<file path="src/rtl/collision_detector_if.sv">
// Bus between the Asteroids pixel pipeline and the collision detector.
// The master drives scan-position pixel flags; the slave returns per-frame results.
interface collision_detector_if #(
    parameter int NUM_ROCKS   = 10,
    parameter int NUM_BULLETS = 4
);
    logic                   frame_start;
    logic                   video_on;
    logic [NUM_ROCKS-1:0]   rock_pixel;
    logic [NUM_BULLETS-1:0] bullet_pixel;
    logic                   ship_pixel;
    logic [NUM_ROCKS-1:0]   rock_reset;
    logic [NUM_BULLETS-1:0] bullet_reset;
    logic                   ship_hit;
    logic [15:0]            score;
    logic [2:0]             lives;
    logic                   invuln;
    logic                   game_over;

    modport master (
        output frame_start, video_on, rock_pixel, bullet_pixel, ship_pixel,
        input  rock_reset, bullet_reset, ship_hit, score, lives, invuln, game_over
    );

    modport slave (
        input  frame_start, video_on, rock_pixel, bullet_pixel, ship_pixel,
        output rock_reset, bullet_reset, ship_hit, score, lives, invuln, game_over
    );
endinterface

</file>
<file path="src/rtl/collision_detector.sv">
// Accumulates rock/bullet/ship overlaps over a frame and commits them at frame_start.
// Define SCORE_BCD_EN for a 4-digit BCD score saturating at 9999 (default: binary, saturating at FFFF).
module collision_detector #(
    parameter int NUM_ROCKS       = 10,
    parameter int NUM_BULLETS     = 4,
    parameter int LIVES           = 3,
    parameter int COOLDOWN_FRAMES = 120,
    parameter int POINTS          = 1
) (
    input  logic                 clk,
    input  logic                 reset,
    collision_detector_if.slave  bus
);
    typedef enum logic [1:0] {PLAY = 2'd0, COOLDOWN = 2'd1, OVER = 2'd2} state_t;

    state_t                 state_q, state_d;
    logic [NUM_ROCKS-1:0]   kill_acc_q, kill_acc_d, rock_acc_q, rock_acc_d;
    logic [NUM_ROCKS-1:0]   rock_reset_q, rock_reset_d;
    logic [NUM_BULLETS-1:0] bul_acc_q, bul_acc_d, bullet_reset_q, bullet_reset_d;
    logic                   ship_acc_q, ship_acc_d, ship_hit_q, ship_hit_d;
    logic                   invuln_q, invuln_d, game_over_q, game_over_d;
    logic [15:0]            score_q, score_d;
    logic [2:0]             lives_q, lives_d;
    logic [7:0]             cnt_q, cnt_d;

    logic                   acc_en_s, play_s, bul_any_s, rock_any_s;
    logic [NUM_ROCKS-1:0]   kill_new_s, rock_new_s;
    logic [NUM_BULLETS-1:0] bul_new_s;
    logic                   ship_new_s;
    logic [31:0]            add_s;
    logic [15:0]            score_sat_s;

    function automatic logic [31:0] popcount(input logic [NUM_ROCKS-1:0] v);
        logic [31:0] n;
        n = 32'd0;
        for (int i = 0; i < NUM_ROCKS; i++) begin
            n = n + {31'd0, v[i]};
        end
        return n;
    endfunction

`ifdef SCORE_BCD_EN
    logic [16:0] amt_bcd_s, sum_bcd_s;

    // Binary to 4 BCD digits; bit 16 flags a value above 9999.
    function automatic logic [16:0] to_bcd(input logic [31:0] v);
        logic [31:0] t, q, r;
        logic [15:0] d;
        t = v;
        d = 16'd0;
        for (int k = 0; k < 4; k++) begin
            q = t / 32'd10;
            r = t - q * 32'd10;
            d[4*k +: 4] = r[3:0];
            t = q;
        end
        return {(t != 32'd0), d};
    endfunction

    function automatic logic [16:0] bcd_add(input logic [15:0] a, input logic [15:0] b);
        logic [4:0]  d;
        logic        c;
        logic [15:0] r;
        c = 1'b0;
        r = 16'd0;
        for (int k = 0; k < 4; k++) begin
            d = {1'b0, a[4*k +: 4]} + {1'b0, b[4*k +: 4]} + {4'd0, c};
            if (d > 5'd9) begin
                d = d + 5'd6;
                c = 1'b1;
            end else begin
                c = 1'b0;
            end
            r[4*k +: 4] = d[3:0];
        end
        return {c, r};
    endfunction
`else
    logic [31:0] sum_s;
`endif

    // Next-state logic: overlap terms, frame commit, life/cooldown FSM.
    always_comb begin
        play_s     = (state_q == PLAY);
        acc_en_s   = bus.video_on && (state_q != OVER);
        bul_any_s  = |bus.bullet_pixel;
        rock_any_s = |bus.rock_pixel;
        if (acc_en_s) begin
            kill_new_s = bus.rock_pixel & {NUM_ROCKS{bul_any_s}};
            rock_new_s = bus.rock_pixel & {NUM_ROCKS{bul_any_s | (bus.ship_pixel & play_s)}};
            bul_new_s  = bus.bullet_pixel & {NUM_BULLETS{rock_any_s}};
            ship_new_s = bus.ship_pixel & rock_any_s & play_s;
        end else begin
            kill_new_s = {NUM_ROCKS{1'b0}};
            rock_new_s = {NUM_ROCKS{1'b0}};
            bul_new_s  = {NUM_BULLETS{1'b0}};
            ship_new_s = 1'b0;
        end

        add_s = 32'(POINTS) * popcount(kill_acc_q);
`ifdef SCORE_BCD_EN
        amt_bcd_s   = to_bcd(add_s);
        sum_bcd_s   = bcd_add(score_q, amt_bcd_s[15:0]);
        score_sat_s = (amt_bcd_s[16] || sum_bcd_s[16]) ? 16'h9999 : sum_bcd_s[15:0];
`else
        sum_s       = {16'd0, score_q} + add_s;
        score_sat_s = (sum_s > 32'h0000_FFFF) ? 16'hFFFF : sum_s[15:0];
`endif

        state_d        = state_q;
        lives_d        = lives_q;
        cnt_d          = cnt_q;
        score_d        = score_q;
        rock_reset_d   = rock_reset_q;
        bullet_reset_d = bullet_reset_q;
        ship_hit_d     = 1'b0;

        if (bus.frame_start) begin
            // Same-cycle overlaps seed the freshly cleared accumulators.
            kill_acc_d     = kill_new_s;
            rock_acc_d     = rock_new_s;
            bul_acc_d      = bul_new_s;
            ship_acc_d     = ship_new_s;
            rock_reset_d   = rock_acc_q;
            bullet_reset_d = bul_acc_q;
            ship_hit_d     = ship_acc_q;
            if (state_q != OVER) begin
                score_d = score_sat_s;
            end else begin
                score_d = score_q;
            end
            case (state_q)
                PLAY: begin
                    if (ship_acc_q && (lives_q > 3'd1)) begin
                        lives_d = lives_q - 3'd1;
                        cnt_d   = 8'(COOLDOWN_FRAMES);
                        state_d = COOLDOWN;
                    end else if (ship_acc_q) begin
                        lives_d = 3'd0;
                        state_d = OVER;
                    end else begin
                        state_d = PLAY;
                    end
                end
                COOLDOWN: begin
                    cnt_d = cnt_q - 8'd1;
                    if (cnt_q == 8'd1) begin
                        state_d = PLAY;
                    end else begin
                        state_d = COOLDOWN;
                    end
                end
                OVER:    state_d = OVER;
                default: state_d = PLAY;
            endcase
        end else begin
            kill_acc_d = kill_acc_q | kill_new_s;
            rock_acc_d = rock_acc_q | rock_new_s;
            bul_acc_d  = bul_acc_q | bul_new_s;
            ship_acc_d = ship_acc_q | ship_new_s;
        end

        if (state_d == OVER) begin
            rock_reset_d   = {NUM_ROCKS{1'b1}};
            bullet_reset_d = {NUM_BULLETS{1'b1}};
        end else begin
            rock_reset_d   = rock_reset_d;
            bullet_reset_d = bullet_reset_d;
        end
        invuln_d    = (state_d == COOLDOWN);
        game_over_d = (state_d == OVER);
    end

    // State and output registers with synchronous reset.
    always_ff @(posedge clk) begin
        if (reset) begin
            state_q        <= PLAY;
            kill_acc_q     <= {NUM_ROCKS{1'b0}};
            rock_acc_q     <= {NUM_ROCKS{1'b0}};
            bul_acc_q      <= {NUM_BULLETS{1'b0}};
            ship_acc_q     <= 1'b0;
            rock_reset_q   <= {NUM_ROCKS{1'b0}};
            bullet_reset_q <= {NUM_BULLETS{1'b0}};
            ship_hit_q     <= 1'b0;
            score_q        <= 16'd0;
            lives_q        <= 3'(LIVES);
            cnt_q          <= 8'd0;
            invuln_q       <= 1'b0;
            game_over_q    <= 1'b0;
        end else begin
            state_q        <= state_d;
            kill_acc_q     <= kill_acc_d;
            rock_acc_q     <= rock_acc_d;
            bul_acc_q      <= bul_acc_d;
            ship_acc_q     <= ship_acc_d;
            rock_reset_q   <= rock_reset_d;
            bullet_reset_q <= bullet_reset_d;
            ship_hit_q     <= ship_hit_d;
            score_q        <= score_d;
            lives_q        <= lives_d;
            cnt_q          <= cnt_d;
            invuln_q       <= invuln_d;
            game_over_q    <= game_over_d;
        end
    end

    assign bus.rock_reset   = rock_reset_q;
    assign bus.bullet_reset = bullet_reset_q;
    assign bus.ship_hit     = ship_hit_q;
    assign bus.score        = score_q;
    assign bus.lives        = lives_q;
    assign bus.invuln       = invuln_q;
    assign bus.game_over    = game_over_q;
endmodule

</file>
<file path="src/flat_wrapper.sv">
// flat-port wrapper written by rule: the top's interface ports become plain ports
module collision_detector_flat 
#(
    parameter int NUM_ROCKS       = 10,
    parameter int NUM_BULLETS     = 4,
    parameter int LIVES           = 3,
    parameter int COOLDOWN_FRAMES = 120,
    parameter int POINTS          = 1
)
  (clk, reset, bus_frame_start, bus_video_on, bus_rock_pixel, bus_bullet_pixel, bus_ship_pixel, bus_rock_reset, bus_bullet_reset, bus_ship_hit, bus_score, bus_lives, bus_invuln, bus_game_over);
  collision_detector_if #(.NUM_ROCKS(NUM_ROCKS), .NUM_BULLETS(NUM_BULLETS)) bus_i ();
  input  logic clk;
  input  logic reset;
  input wire logic [$bits(bus_i.frame_start)-1:0] bus_frame_start;
  input wire logic [$bits(bus_i.video_on)-1:0] bus_video_on;
  input wire logic [$bits(bus_i.rock_pixel)-1:0] bus_rock_pixel;
  input wire logic [$bits(bus_i.bullet_pixel)-1:0] bus_bullet_pixel;
  input wire logic [$bits(bus_i.ship_pixel)-1:0] bus_ship_pixel;
  output wire logic [$bits(bus_i.rock_reset)-1:0] bus_rock_reset;
  output wire logic [$bits(bus_i.bullet_reset)-1:0] bus_bullet_reset;
  output wire logic [$bits(bus_i.ship_hit)-1:0] bus_ship_hit;
  output wire logic [$bits(bus_i.score)-1:0] bus_score;
  output wire logic [$bits(bus_i.lives)-1:0] bus_lives;
  output wire logic [$bits(bus_i.invuln)-1:0] bus_invuln;
  output wire logic [$bits(bus_i.game_over)-1:0] bus_game_over;
  assign bus_i.frame_start = bus_frame_start;
  assign bus_i.video_on = bus_video_on;
  assign bus_i.rock_pixel = bus_rock_pixel;
  assign bus_i.bullet_pixel = bus_bullet_pixel;
  assign bus_i.ship_pixel = bus_ship_pixel;
  assign bus_rock_reset = bus_i.rock_reset;
  assign bus_bullet_reset = bus_i.bullet_reset;
  assign bus_ship_hit = bus_i.ship_hit;
  assign bus_score = bus_i.score;
  assign bus_lives = bus_i.lives;
  assign bus_invuln = bus_i.invuln;
  assign bus_game_over = bus_i.game_over;
  collision_detector #(.NUM_ROCKS(NUM_ROCKS), .NUM_BULLETS(NUM_BULLETS), .LIVES(LIVES), .COOLDOWN_FRAMES(COOLDOWN_FRAMES), .POINTS(POINTS)) u_core (.clk(clk), .reset(reset), .bus(bus_i));
endmodule
</file>
<file path="config.mk">
export PLATFORM = sky130hd
export DESIGN_NAME = collision_detector_flat
export DESIGN_NICKNAME = d
export VERILOG_FILES = /design/src/rtl/collision_detector_if.sv /design/src/rtl/collision_detector.sv /design/src/flat_wrapper.sv
export SDC_FILE = /design/constraint.sdc
export NUM_CORES = 1
export LEC_CHECK = 0
export BUFFER_PORTS_ARGS = -buffer_cell sky130_fd_sc_hd__buf_2
export CAP_MARGIN = 20
export CORE_MARGIN = 2
export CORE_UTILIZATION = 35
export DETAILED_ROUTE_END_ITERATION = 8
export GPL_TIMING_DRIVEN = 0
export SLEW_MARGIN = 20
export SYNTH_ARGS = -nofsm -noshare
export SYNTH_HDL_FRONTEND = slang
export SYNTH_SLANG_ARGS = --single-unit
</file>
<file path="constraint.sdc">
create_clock -name clk -period 5.8 [get_ports clk]
set_clock_uncertainty 0.1 [all_clocks]
set_input_delay 1.16 -clock clk [delete_from_list [all_inputs] [get_ports clk]]
set_output_delay 1.16 -clock clk [all_outputs]
set_load 0.005 [all_outputs]
</file>
# [After elaboration in Yosys (flattened, before gate mapping)]
# Index checks and enable logic that the tools add are counted.
[totals] reg_bits=71 in_bits=19 wordCells=80
[op_classes] muxes=22 n_reduce_logical=12 n_bitwise=12 order_cmp=2 n_eq_ne=7 add_sub_neg=12
[ops] cell="$add A32 B1 Y32" count=8
[ops] cell="$mux W10" count=6
[ops] cell="$add A16 B32 Y32" count=1
[ops] cell="$gt A32 B16 Y1 const B" count=1
[ops] cell="$and A10 B10 Y10" count=2
[ops] cell="$or A10 B10 Y10" count=2
[ops] cell="$mux W16" count=1
[ops] cell="$mux W4" count=4
[ops] cell="$pmux W8 S2" count=1
[ops] cell="$reduce_or A10 Y1" count=1
[ops] cell="$eq A8 B1 Y1 const B" count=1
[ops] cell="$mux W8" count=1
[ops] cell="$sub A8 B1 Y8 const B" count=1
[ops] cell="$mux W2" count=3
[ops] cell="$mux W3" count=2
[ops] cell="$pmux W2 S3" count=1
[ops] cell="$reduce_and A3 Y1" count=2
[ops] cell="$reduce_bool A2 Y1" count=3
[ops] cell="$and A4 B4 Y4" count=1
[ops] cell="$eq A2 B1 Y1 const B" count=2
[ops] cell="$eq A2 B2 Y1 const B" count=2
[ops] cell="$ne A2 B2 Y1 const B" count=2
[ops] cell="$or A4 B4 Y4" count=1
[ops] cell="$reduce_or A4 Y1" count=1
[ops] cell="11 further kinds" count=17

# [Depth between registers and ports, before layout]
[logic_depth] ltp_word=12 ltp_mapped=14 depth_no_buf=14

# [Least setup slack after synthesis]
# OpenSTA, ideal clock, no wires.
[synth_path] path_type="reg2reg" startpoint="register u_core.kill_acc_q[0]" endpoint="register u_core.score_q[6] (netlist: u_core.bus.score[6])" path_buffers=0 setup_ns=0.078 synth_period_minus_slack_ns=3.941 required_time_ns=5.622 slack_ns=1.859 stages_incl_launch_ff=15 arrival_ns=3.763 path_cell_list="dfxtp_1 > ha_1 > inv_1 > fa_1 > fa_1 > fa_1 > inv_1 > ha_1 > inv_1 > fa_1 > and2b_1 > o2111ai_2 > a211oi_4 > and3b_1 > nor3_1"
[synth_via] elab_chain_cells=12
[synth_lines] element="start: declaration" line="collision_detector.sv:17" source="logic [NUM_ROCKS-1:0] kill_acc_q, kill_acc_d, rock_acc_q, rock_acc_d;"
[synth_lines] element="start signal: assignment" line="collision_detector.sv:178" source="kill_acc_q <= {NUM_ROCKS{1'b0}};"
[synth_lines] element="start signal: assignment" line="collision_detector.sv:192" source="kill_acc_q <= kill_acc_d;"
[synth_lines] element="$add A1 B1 Y2 (*)" line="collision_detector.sv:37" source="n = n + {31'd0, v[i]};"
[synth_lines] element="$add A32 B1 Y32 (*) (8 in series)" line="collision_detector.sv:37"
[synth_lines] element="$add A16 B32 Y32 (*)" line="collision_detector.sv:106" source="sum_s = {16'd0, score_q} + add_s;"
[synth_lines] element="$gt A32 B16 Y1" line="collision_detector.sv:107" source="score_sat_s = (sum_s > 32'h0000_FFFF) ? 16'hFFFF : sum_s[15:0];"
[synth_lines] element="$mux W16 (*)" line="collision_detector.sv:107"
[synth_lines] element="end signal: assignment" line="collision_detector.sv:199" source="score_q <= score_d;"
[synth_lines] element="end: declaration" line="collision_detector.sv:22" source="logic [15:0] score_q, score_d;"
# Every way passes the cells marked *; elsewhere a longest branch is shown, timed or not.
# A chain may end at the register's enable or synchronous reset.

# [Worst setup path in the final report]
# Ends and elaborated chain as after synthesis.

==> flow_summary.rst <==
.. list-table::
   :header-rows: 1

   * - Metric
     - Value
   * - Number of H-tree levels
     - 3
   * - Weighted congestion reported at the end of routability-driven placement
     - 0.786
   * - Post-DR wirelength/cell
     - 13.7 µm
   * - Total global-route track usage
     - 0.160
   * - Post-route core utilization
     - 0.428
   * - Worst slew slack as a fraction of its limit
     - 0.487
   * - Starting utilization of the core area
     - 0.362
   * - Cell-by-cell listing of the critical path
     - ha_1, inv_1, fa_1, fa_1, fa_1, inv_1, ha_1, inv_1, fa_1, and2b_1, o2111ai_2, a211oi_4, and3b_1, nor3_1
   * - Buf/Inv on CP
     - 3
   * - Cell area after layout
     - 3980 µm²
   * - # resized after CTS
     - 0
   * - Final critical delay including setup and external delays
     - 4.29 ns
   * - CTS Root Cell
     - clkbuf_8
   * - Total inserted antenna cells
     - 0
   * - Fmax
     - 0.233 GHz
   * - Worst path required time
     - 5.98 ns
   * - Maximum fanout along the worst path
     - 8
   * - Area overhead of the layout relative to synthesis
     - 18.2%
   * - Final non-filler cell total
     - 575
   * - Per-cell via count in the routed design
     - 4.90
   * - Maximum number of pins on one net before global-route repair
     - 16
   * - Class of the most critical setup path
     - register to register
   * - Post-synthesis cell type with the largest combined area
     - dfxtp_1
   * - Most used flip-flop cell after synthesis
     - dfxtp_1
   * - Placed inst area
     - 3790 µm²
   * - Routed wire length
     - between 7000 and 8000 µm
   * - Data arrival at the endpoint of the critical path
     - roughly 4.5 ns
   * - Hold/Removal Path Class
     - register to register
   * - Leading post-synthesis cells by cell area
     - dfxtp_1, ha_1, nor2_1, a21oi_1, mux2i_1
   * - Sequential-to-total area share from yosys stat
     - 0.422
   * - Area fraction of the dominant cell type after synthesis
     - 0.422
   * - Pwr Density
     - 270 nW/µm²
   * - Reg clk slew, reported paths
     - 0.08 ns
   * - Avg Synthesized Cell Area
     - 8.92 µm²
   * - Proportion of register bits with asynchronous set or reset after synthesis
     - 0
   * - Die X-Extent
     - 102 µm
   * - Row count
     - 35
   * - Number of clock buffers inserted by TritonCTS
     - 9
   * - Sum Neg Setup Slack
     - 0 ns
   * - Post-Syn Area
     - 3360 µm²
   * - Met3 Usage GRT
     - 0.0424
   * - Core Footprint
     - 9280 µm²
   * - Buffers inserted during post-CTS setup optimization
     - 0
   * - Met2 track demand over resource
     - 0.242
   * - Unrepaired setup endpoints after global routing
     - false
   * - DP Cell Count
     - 559
   * - Number of hold violations in the final report
     - 0
   * - Tcrit/Tclk final
     - 0.739
   * - Distinct cells, synth
     - 50
   * - Delay of the slowest cell on the worst path
     - 0.54 ns
   * - Clock tree from TritonCTS
     - yes
   * - Maxcap violations
     - 0
   * - Total Power Consumption
     - about 1.1 mW
   * - Wire length of the first global-routing pass
     - 13000 µm
   * - Port Buffer Count
     - 53
   * - Total iterations of the first detailed-routing run
     - 4
   * - Post-placement setup slack
     - between 1.5 and 2 ns
   * - Total via count after detailed routing
     - 2815
   * - Net total in the final layout
     - 481
   * - ANT nets after route
     - 0
   * - Filler Cell Count
     - just under 1000
   * - Crit path max-delay family
     - adder cells
   * - Library cell with the highest instance count after synthesis
     - dfxtp_1
   * - Die area
     - 10400 µm²
   * - Worst setup EP type
     - register
   * - Clock Sinks
     - 71
   * - Slew of the pin with the lowest slew margin
     - 0.769 ns
   * - Vias in the first global route
     - roughly 2600
   * - Critical path startpoint category
     - register
   * - Die Ht
     - 102 µm
   * - Worst IR Drop VDD
     - 0.000138 V
   * - Run status
     - finished, final reports clean
   * - Slowest library cell on the worst path
     - fa_1
   * - Number of top-level pins
     - 55
   * - Source-to-sink clock delay at the later pin of the worst-skew pair
     - 0.35 ns
   * - Fraction of final layout cells with drive strength greater than 1
     - 0.184
   * - Most common cell on crit path
     - fa_1
   * - Drt initial violations
     - 102
   * - Detailed-route DRC error count
     - 0
   * - Synth cell count leaders
     - dfxtp_1, nor2_1, a21oi_1, inv_1, nor2b_1
   * - Number of flops mapped to enable cells by yosys
     - 0
   * - Buffer depth of the longest clock path
     - 2
   * - Hold-fix buffer count after cts
     - 0
   * - Number of nets in the synthesized netlist
     - 417
   * - Initial antenna violation count
     - 0
   * - M1 GR Usage
     - 0.224
   * - Pins over their slew limit
     - 0
   * - Syn Inst Count
     - 377
   * - Count of warnings emitted by yosys
     - 0
   * - DPL Wire Length
     - 5700 µm
   * - Total congestion overflow after global routing
     - 0
   * - Leakage power
     - between 1.5 and 2 nW
   * - #FFs+latches synth
     - 71
   * - Post-route worst setup slack
     - 1.51 ns
   * - Final setup violation count
     - 0
   * - GR peak layer
     - met2
   * - Tightest hold margin
     - slightly below 0.4 ns
## state kept, by name, indices dropped and copies added, names as in the netlist
signal                   cells
u_core.kill_acc_q           10
u_core.rock_acc_q           10
u_core.bul_acc_q             4
u_core.bus.rock_reset       10
u_core.bus.bullet_reset      4
u_core.ship_acc_q            1
u_core.bus.invuln            1
u_core.bus.score            16
u_core.bus.game_over         1
u_core.cnt_q                 8
u_core.bus.ship_hit          1
u_core.state_q               2
u_core.bus.lives             3
## layout make-up
type / instances / area, µm² / area share
Buffer: 16 / 66.3 / 0.0167
Clock buffer: 9 / 124 / 0.0311
Clock inverter: 7 / 62.6 / 0.0157
Inverter: 25 / 93.8 / 0.0236
Multi-Input combinational cell: 265 / 1780 / 0.448
Sequential cell: 71 / 1420 / 0.357
Tap cell: 129 / 161 / 0.0406
Timing Repair Buffer: 53 / 265 / 0.0667
## tightest hold or removal path: cells and delay by family (launching register included)
family / cells / cell delay [ns]
flops: 1 / 0.33
simple gates: 1 / 0.06
compound gates: 1 / 0.05
## worst paths after layout
path / start / end / slack (ns) / cells after the start
worst max-delay path: u_core.kill_acc_q[0] / u_core.bus.score[6] / 1.51 / 14
worst min-delay path: u_core.bus.lives[2] / u_core.bus.lives[2] / 0.39 / 2
worst max register to register: u_core.kill_acc_q[0] / u_core.bus.score[6] / 1.51 / 14
worst min register to register: u_core.bus.lives[2] / u_core.bus.lives[2] / 0.39 / 2
## report_power, final
group	switching, mW	internal [mW]	leakage (nW)
combinational	0.0924	0.0728	1.03
clock	0.217	0.164	0.0863
sequential	0.0161	0.511	0.580
## routing by layer
metal | wire (µm) | up-vias
met4 | 102 | 0
li1 | - | 1447
met2 | 3390 | 66
met3 | 353 | 9
met1 | 4040 | 1293
met5 | 0 | -
## logic make-up after synthesis
kind of cell | synth area share
XOR/XNOR | 0.0208
AO/OA/AOI/OAI | 0.168
multiplexers | 0.0416
buffers and inverters | 0.0476
adder cells (fa/ha/maj) | 0.0915
AND/OR/NAND/NOR | 0.208
flip-flops | 0.422
## placed cells by master (no fill, tap or decap), types with 3 or more instances in the layout
master,n
clkinvlp_4,3
nor3_1,17
nand3_1,7
nor4_1,6
nand2b_1,5
fa_1,6
clkbuf_8,9
a2bb2oi_1,5
and3_1,4
inv_1,25
o21ai_0,15
a31oi_1,8
a211oi_1,5
o22ai_1,3
xnor2_1,4
nand2_1,17
nor2b_1,20
xor2_1,4
a21oi_1,31
ha_1,15
clkbuf_1,11
buf_2,54
dfxtp_1,71
nor2_1,47
mux2i_1,14
(Power assumes the default switching activity.)
